$ cat src/rtl/bit_serializer.sv
`default_nettype none
// ============================================================================
//  Module   : bit_serializer
//  Purpose  : Parallel-to-serial front end. Accepts a WIDTH-bit word over a
//             valid/ready handshake, shifts it out one bit per clock and
//             inserts GAP idle cycles after each word.
//  Revision : 1.0 - initial release
// ----------------------------------------------------------------------------
//  Parameters
//    WIDTH       word length in bits (>= 2)
//    MSB_FIRST   1: data_in_i[WIDTH-1] goes out first, 0: data_in_i[0] first
//    GAP         idle cycles after each word (>= 0)
//    IDLE_LEVEL  level driven on bit_out_o when no data bit is sent
//  Ports
//    clk_i         clock, rising edge
//    reset_i       synchronous active-high reset
//    load_valid_i  data_in_i holds a word to send
//    data_in_i     word to serialize, sampled only on an accepted handshake
//    load_ready_o  a word can be accepted this cycle
//    bit_out_o     serial data
//    bit_valid_o   bit_out_o carries a data bit this cycle
//    word_done_o   pulse coinciding with the last bit of a word
//    busy_o        serializer is not idle
// ============================================================================
module bit_serializer #(
    parameter int WIDTH      = 8,
    parameter bit MSB_FIRST  = 1'b1,
    parameter int GAP        = 2,
    parameter bit IDLE_LEVEL = 1'b0
) (
    input  logic             clk_i,
    input  logic             reset_i,
    input  logic             load_valid_i,
    input  logic [WIDTH-1:0] data_in_i,
    output logic             load_ready_o,
    output logic             bit_out_o,
    output logic             bit_valid_o,
    output logic             word_done_o,
    output logic             busy_o
);

    // One counter serves both the bit count and the gap count.
    localparam int C_CNT_MAX = (WIDTH > GAP + 1) ? WIDTH : GAP + 1;
    localparam int C_CNT_W   = (C_CNT_MAX > 1) ? $clog2(C_CNT_MAX) : 1;

    localparam logic [C_CNT_W-1:0] C_CNT_WORD = C_CNT_W'(WIDTH - 1);
    localparam logic [C_CNT_W-1:0] C_CNT_GAP  = (GAP > 0) ? C_CNT_W'(GAP - 1) : '0;
    localparam logic [C_CNT_W-1:0] C_CNT_ONE  = C_CNT_W'(1);

    typedef enum logic [1:0] {
        ST_IDLE  = 2'd0,
        ST_SHIFT = 2'd1,
        ST_GAP   = 2'd2
    } state_t;

    state_t             state_q, state_d;
    logic [C_CNT_W-1:0] cnt_q,   cnt_d;
    logic [WIDTH-1:0]   sreg_q,  sreg_d;

    logic               w_last;
    logic               w_accept;
    logic               w_head;
    logic [WIDTH-1:0]   w_shifted;

    // The output end of the shift register depends on bit order; the
    // register always moves toward that end so the next bit is in place.
    generate
        if (MSB_FIRST) begin : g_msb_first
            assign w_head    = sreg_q[WIDTH-1];
            assign w_shifted = {sreg_q[WIDTH-2:0], 1'b0};
        end else begin : g_lsb_first
            assign w_head    = sreg_q[0];
            assign w_shifted = {1'b0, sreg_q[WIDTH-1:1]};
        end
    endgenerate

    assign w_last = (cnt_q == '0);

    // All outputs decode registered state only.
    // With no gap the last shift cycle can already take the next word,
    // which keeps bit_valid_o high across back-to-back words.
    assign load_ready_o = (state_q == ST_IDLE) ||
                          ((GAP == 0) && (state_q == ST_SHIFT) && w_last);
    assign bit_valid_o  = (state_q == ST_SHIFT);
    assign word_done_o  = (state_q == ST_SHIFT) && w_last;
    assign busy_o       = (state_q != ST_IDLE);
    assign bit_out_o    = (state_q == ST_SHIFT) ? w_head : IDLE_LEVEL;

    assign w_accept     = load_valid_i && load_ready_o;

    always_comb begin
        state_d = state_q;
        cnt_d   = cnt_q;
        sreg_d  = sreg_q;
        case (state_q)
            ST_IDLE: begin
                if (w_accept) begin
                    sreg_d  = data_in_i;
                    cnt_d   = C_CNT_WORD;
                    state_d = ST_SHIFT;
                end
            end
            ST_SHIFT: begin
                sreg_d = w_shifted;
                if (!w_last) begin
                    cnt_d = cnt_q - C_CNT_ONE;
                end else if (w_accept) begin
                    // Only reachable with GAP == 0: reload and keep shifting.
                    sreg_d  = data_in_i;
                    cnt_d   = C_CNT_WORD;
                    state_d = ST_SHIFT;
                end else if (GAP > 0) begin
                    cnt_d   = C_CNT_GAP;
                    state_d = ST_GAP;
                end else begin
                    cnt_d   = '0;
                    state_d = ST_IDLE;
                end
            end
            ST_GAP: begin
                if (w_last) begin
                    state_d = ST_IDLE;
                end else begin
                    cnt_d = cnt_q - C_CNT_ONE;
                end
            end
            default: begin
                state_d = ST_IDLE;
                cnt_d   = '0;
                sreg_d  = '0;
            end
        endcase
    end

    always_ff @(posedge clk_i) begin
        if (reset_i) begin
            state_q <= ST_IDLE;
            cnt_q   <= '0;
            sreg_q  <= '0;
        end else begin
            state_q <= state_d;
            cnt_q   <= cnt_d;
            sreg_q  <= sreg_d;
        end
    end

endmodule
`default_nettype wire

$ cat config.mk
export PLATFORM = sky130hd
export DESIGN_NAME = bit_serializer
export DESIGN_NICKNAME = d
export VERILOG_FILES = /design/src/rtl/bit_serializer.sv
export SDC_FILE = /design/constraint.sdc
export NUM_CORES = 1
export LEC_CHECK = 0
export CORE_ASPECT_RATIO = 1.1
export CORE_MARGIN = 4
export CORE_UTILIZATION = 45
export DETAILED_ROUTE_END_ITERATION = 8
export GPL_TIMING_DRIVEN = 0
export PLACE_DENSITY = 0.83
export SLEW_MARGIN = 20
export SYNTH_ARGS = -nofsm -noshare
export SYNTH_HDL_FRONTEND = slang
export SYNTH_SLANG_ARGS = --single-unit
$ cat constraint.sdc
create_clock -name clk_i -period 1.65 [get_ports clk_i]
set_input_delay 0.2475 -clock clk_i [delete_from_list [all_inputs] [get_ports clk_i]]
set_output_delay 0.2475 -clock clk_i [all_outputs]
set_load 0.01 [all_outputs]
==> impl_metrics.csv <==
group,metric,value,unit
cells_and_area,drive_above_1_share,0.186,
setup_path,path_class,"flip-flop to output pin",
clock_tree,hold_buffers,0,
synth,synth_most_common_cell,"dfxtp_1",
detailed_routing,ant_nets,0,
detailed_routing,wl_met3,127,um
timing,finalHoldViolCount,0,
power_and_ir_drop,p_int,0.622,mW
worst_hold_path,min_from,"sreg_q[6]$_SDFFE_PP0P_",
grt,antenna_found_initial,0,
cells_and_area,antennaDiodeCount,0,
setup_path,start_kind,"flip-flop",
placed_design,numPortBuffers,15,
synth,synth-edff-count,0,
setup_path,r2r_setup_slack,180,ps
setup_path,r2r_end,"cnt_q[1]$_SDFFE_PP0P_",
timing,drv_slew,0,
detailed_routing,via_per_inst,5.53,
floorplanning,core_area,1600,sq um
clock_tree,clkSinkCount,13,
detailed_routing,routed_wl,1810,um
synth,synth.distinct_cells,28,
floorplanning,io_pins,16,
placed_design,gp_congestion,0.799,
timing,slew-limit-headroom,0.686,
grt,grt_pass1_vias,712,
timing,grt_setup_unrepaired,"no",
synth,syn_nets,110,
timing,finalSetupViolCount,0,
detailed_routing,wl_met1,821,um
detailed_routing,wl_per_cell,13.4,um
placed_design,hpwl,1250,um
setup_path,worst_path_max_delay_cell,"dfxtp_2",
synth,synth_top_area_share,0.334,
floorplanning,start_util,0.488,
synth,postSynthAreaPerCell,8.02,sq um
cells_and_area,final_area,1010,sq um
timing,finalCritPeriodShare,0.955,
detailed_routing,top_layer,"met4",
timing,skew,11.1,ps
synth,synth_async_sr_flop_share,0,
synth,yosysWarnings,0,
setup_path,worst-endpoint-required,1400,ps
detailed_routing,drt_first_pass_iters,4,
synth,synth-seq-cells,13,
worst_hold_path,hold_path.class,"flip-flop to flip-flop",
detailed_routing,wl_met2,807,um
cells_and_area,instances_no_fill,135,
synth,yosys.area.top_type,"dfxtp_1",
synth,ys_top_cells_by_area,"dfxtp_1, a21oi_1, a21o_1",
power_and_ir_drop,p_sw_frac,0.328,
grt,grt_pass1_wl,2950,um
grt,grt-ovfl-total,0,
synth,synth.cell_area,778,sq um
detailed_routing,drt-initial-drc-count,13,
worst_hold_path,holdPathEnd,"sreg_q[6]$_SDFFE_PP0P_",
detailed_routing,drc,0,
setup_path,critPathTopFamily,"buffers and inverters",
placed_design,post_dp_cell_area,950,sq um
timing,fmax,634,MHz
power_and_ir_drop,vdd_drop_max,512,uV
synth,ys_seq_area_frac,0.334,
setup_path,rr_startpoint,"cnt_q[0]$_SDFFE_PP0P_",
setup_path,path_cells,"buf_6 > and2b_1 > buf_4 > and2_1 > buf_2",
synth,synth_ff_type,"dfxtp_1",
worst_hold_path,hold_depth,2,
grt,track_usage,0.166,
power_and_ir_drop,p_leak,0.422,nW
synth,synth_commonest_cells,"dfxtp_1, a21oi_1, nand2_1",
clock_tree,ctsHtreeMaxLevel,1,
setup_path,rr_worst_depth,6,
setup_path,cp-end-kind,"output pin",
clock_tree,cts-buffers-inserted,3,
setup_path,critPathBufInv,3,
clock_tree,cts_tree,"built",
synth,synthCells,97,
power_and_ir_drop,clockPowerShare,0.218,
run_status,status,"complete, no violations",
cells_and_area,syn2layout_area_growth,29.6,%
power_and_ir_drop,comb_power_share,0.375,
setup_path,cp_max_fo,10,
timing,finalCriticalPeriod,1580,ps
detailed_routing,vias,746,
power_and_ir_drop,pwr-share-seq,0.407,
floorplanning,die_h,51.6,um
power_and_ir_drop,power,0.925,mW
grt,grt_max_degree,16,
timing,tightest_slew,471,ps
cells_and_area,nets,132,
placed_design,placed_cells,129,
power_and_ir_drop,power_density,917,nW/um^2
job,drv_cap,0,
clock_tree,clk_pin_slew_worst_paths,70,ps
floorplanning,dieArea,2460,sq um
setup_path,critPathArrivalTime,1330,ps
power_and_ir_drop,p_sw,0.303,mW
clock_tree,cts_root_buf,"clkbuf_4",
floorplanning,num_rows,15,
floorplanning,die_w,47.7,um
setup_path,cp_slowest_stage_delay,330,ps
clock_tree,clock_latency,290,ps
clock_tree,clock_path_buffers,2,
## timing repair
item,CTS,global route
buffers inserted,3,0
cloned,0,0
endpoints found under the setup margin,5,2
resized for setup,16,4
pin swaps,1,0
## stage by stage
stage	util	TNS, ps	hold WS [ps]	setup slack, ps
floorplan	-	0	323	282
global placement	0.595	-185	459	-185
detailed placement	0.595	-188	464	-188
CTS	0.634	0	474	9.34
global route	0.632	0	502	28.4
finish	0.632	0	472	73.4
## area by class of cell
| class | instances | area (sq um) |
|---|---|---|
| Clock buffer | 4 | 26.3 |
| Buffer | 7 | 48.8 |
| Timing Repair Buffer | 18 | 163 |
| Tap cell | 17 | 21.3 |
| Sequential cell | 13 | 263 |
| Multi-Input combinational cell | 69 | 460 |
| Inverter | 7 | 26.3 |
| Fill cell | 140 | 587 |
## registers in the layout, indices dropped and copies added (netlist names)
name     cells
sreg_q       8
cnt_q        3
state_q      2
## cell usage in the layout, fill, tap and decap left out, types with 3 or more instances in the layout
cell type | Yosys | final
a21o_1 | 7 | 7
a21oi_1 | 11 | 11
a31oi_1 | 3 | 3
buf_2 | 3 | 4
buf_4 | 2 | 4
clkbuf_4 | 0 | 3
clkdlybuf4s50_1 | 0 | 10
dfxtp_1 | 13 | 11
inv_1 | 6 | 4
nand2_1 | 10 | 10
nand2b_1 | 3 | 3
nand3_1 | 9 | 9
nand3b_1 | 7 | 7
## worst reg2reg max path, delay by kind of cell (launching register included)
family                   cells  cell delay (ps)
AND/OR/NAND/NOR              2              460
flip-flops                   1              380
buffers and inverters        2              210
AO/OA/AOI/OAI                1              180
adder cells (fa/ha/maj)      1              160
## how the worst max path moves through the flow
stage / from / to / slack, ps / cells past startpoint
6_report: state_q[1]$_SDFFE_PP0P_ / bit_out_o / 70 / 5
3_3_place_gp: cnt_q[0]$_SDFFE_PP0P_ / word_done_o / -190 / 6
3_5_place_dp: cnt_q[0]$_SDFFE_PP0P_ / word_done_o / -190 / 6
4_1_cts: cnt_q[0]$_SDFFE_PP0P_ / word_done_o / 9 / 6
2_1_floorplan: cnt_q[0]$_SDFFE_PP0P_ / cnt_q[1]$_SDFFE_PP0P_ / 280 / 5
5_1_grt: state_q[1]$_SDFFE_PP0P_ / bit_out_o / 30 / 5
## per-layer routing
metal | up-vias | track usage
met5 | - | 0
met4 | 0 | 0.0987
met1 | 337 | 0.211
li1 | 379 | -
met3 | 7 | 0.0208
met2 | 23 | 0.259
## cells by family (layout without fill, tap and decap cells)
| logic type | Yosys count | count (layout) | share of synthesized area |
|---|---|---|---|
| mux | 1 | 1 | 0.0129 |
| fa+ha+maj | 2 | 2 | 0.0321 |
| simple gates | 39 | 39 | 0.270 |
| buf+inv | 15 | 36 | 0.106 |
| xor+xnor | 2 | 2 | 0.0225 |
| compound gates | 25 | 25 | 0.222 |
| flops | 13 | 13 | 0.334 |
## power by group through the flow
stage               clock, mW  sequential (mW)  combinational, mW
floorplan                   0            0.373              0.220
finish                  0.202            0.377              0.347
global placement            0            0.377              0.312
CTS                     0.209            0.375              0.346
detailed placement          0            0.379              0.319
global route            0.219            0.381              0.385
Power figures use the tool's default switching activity.
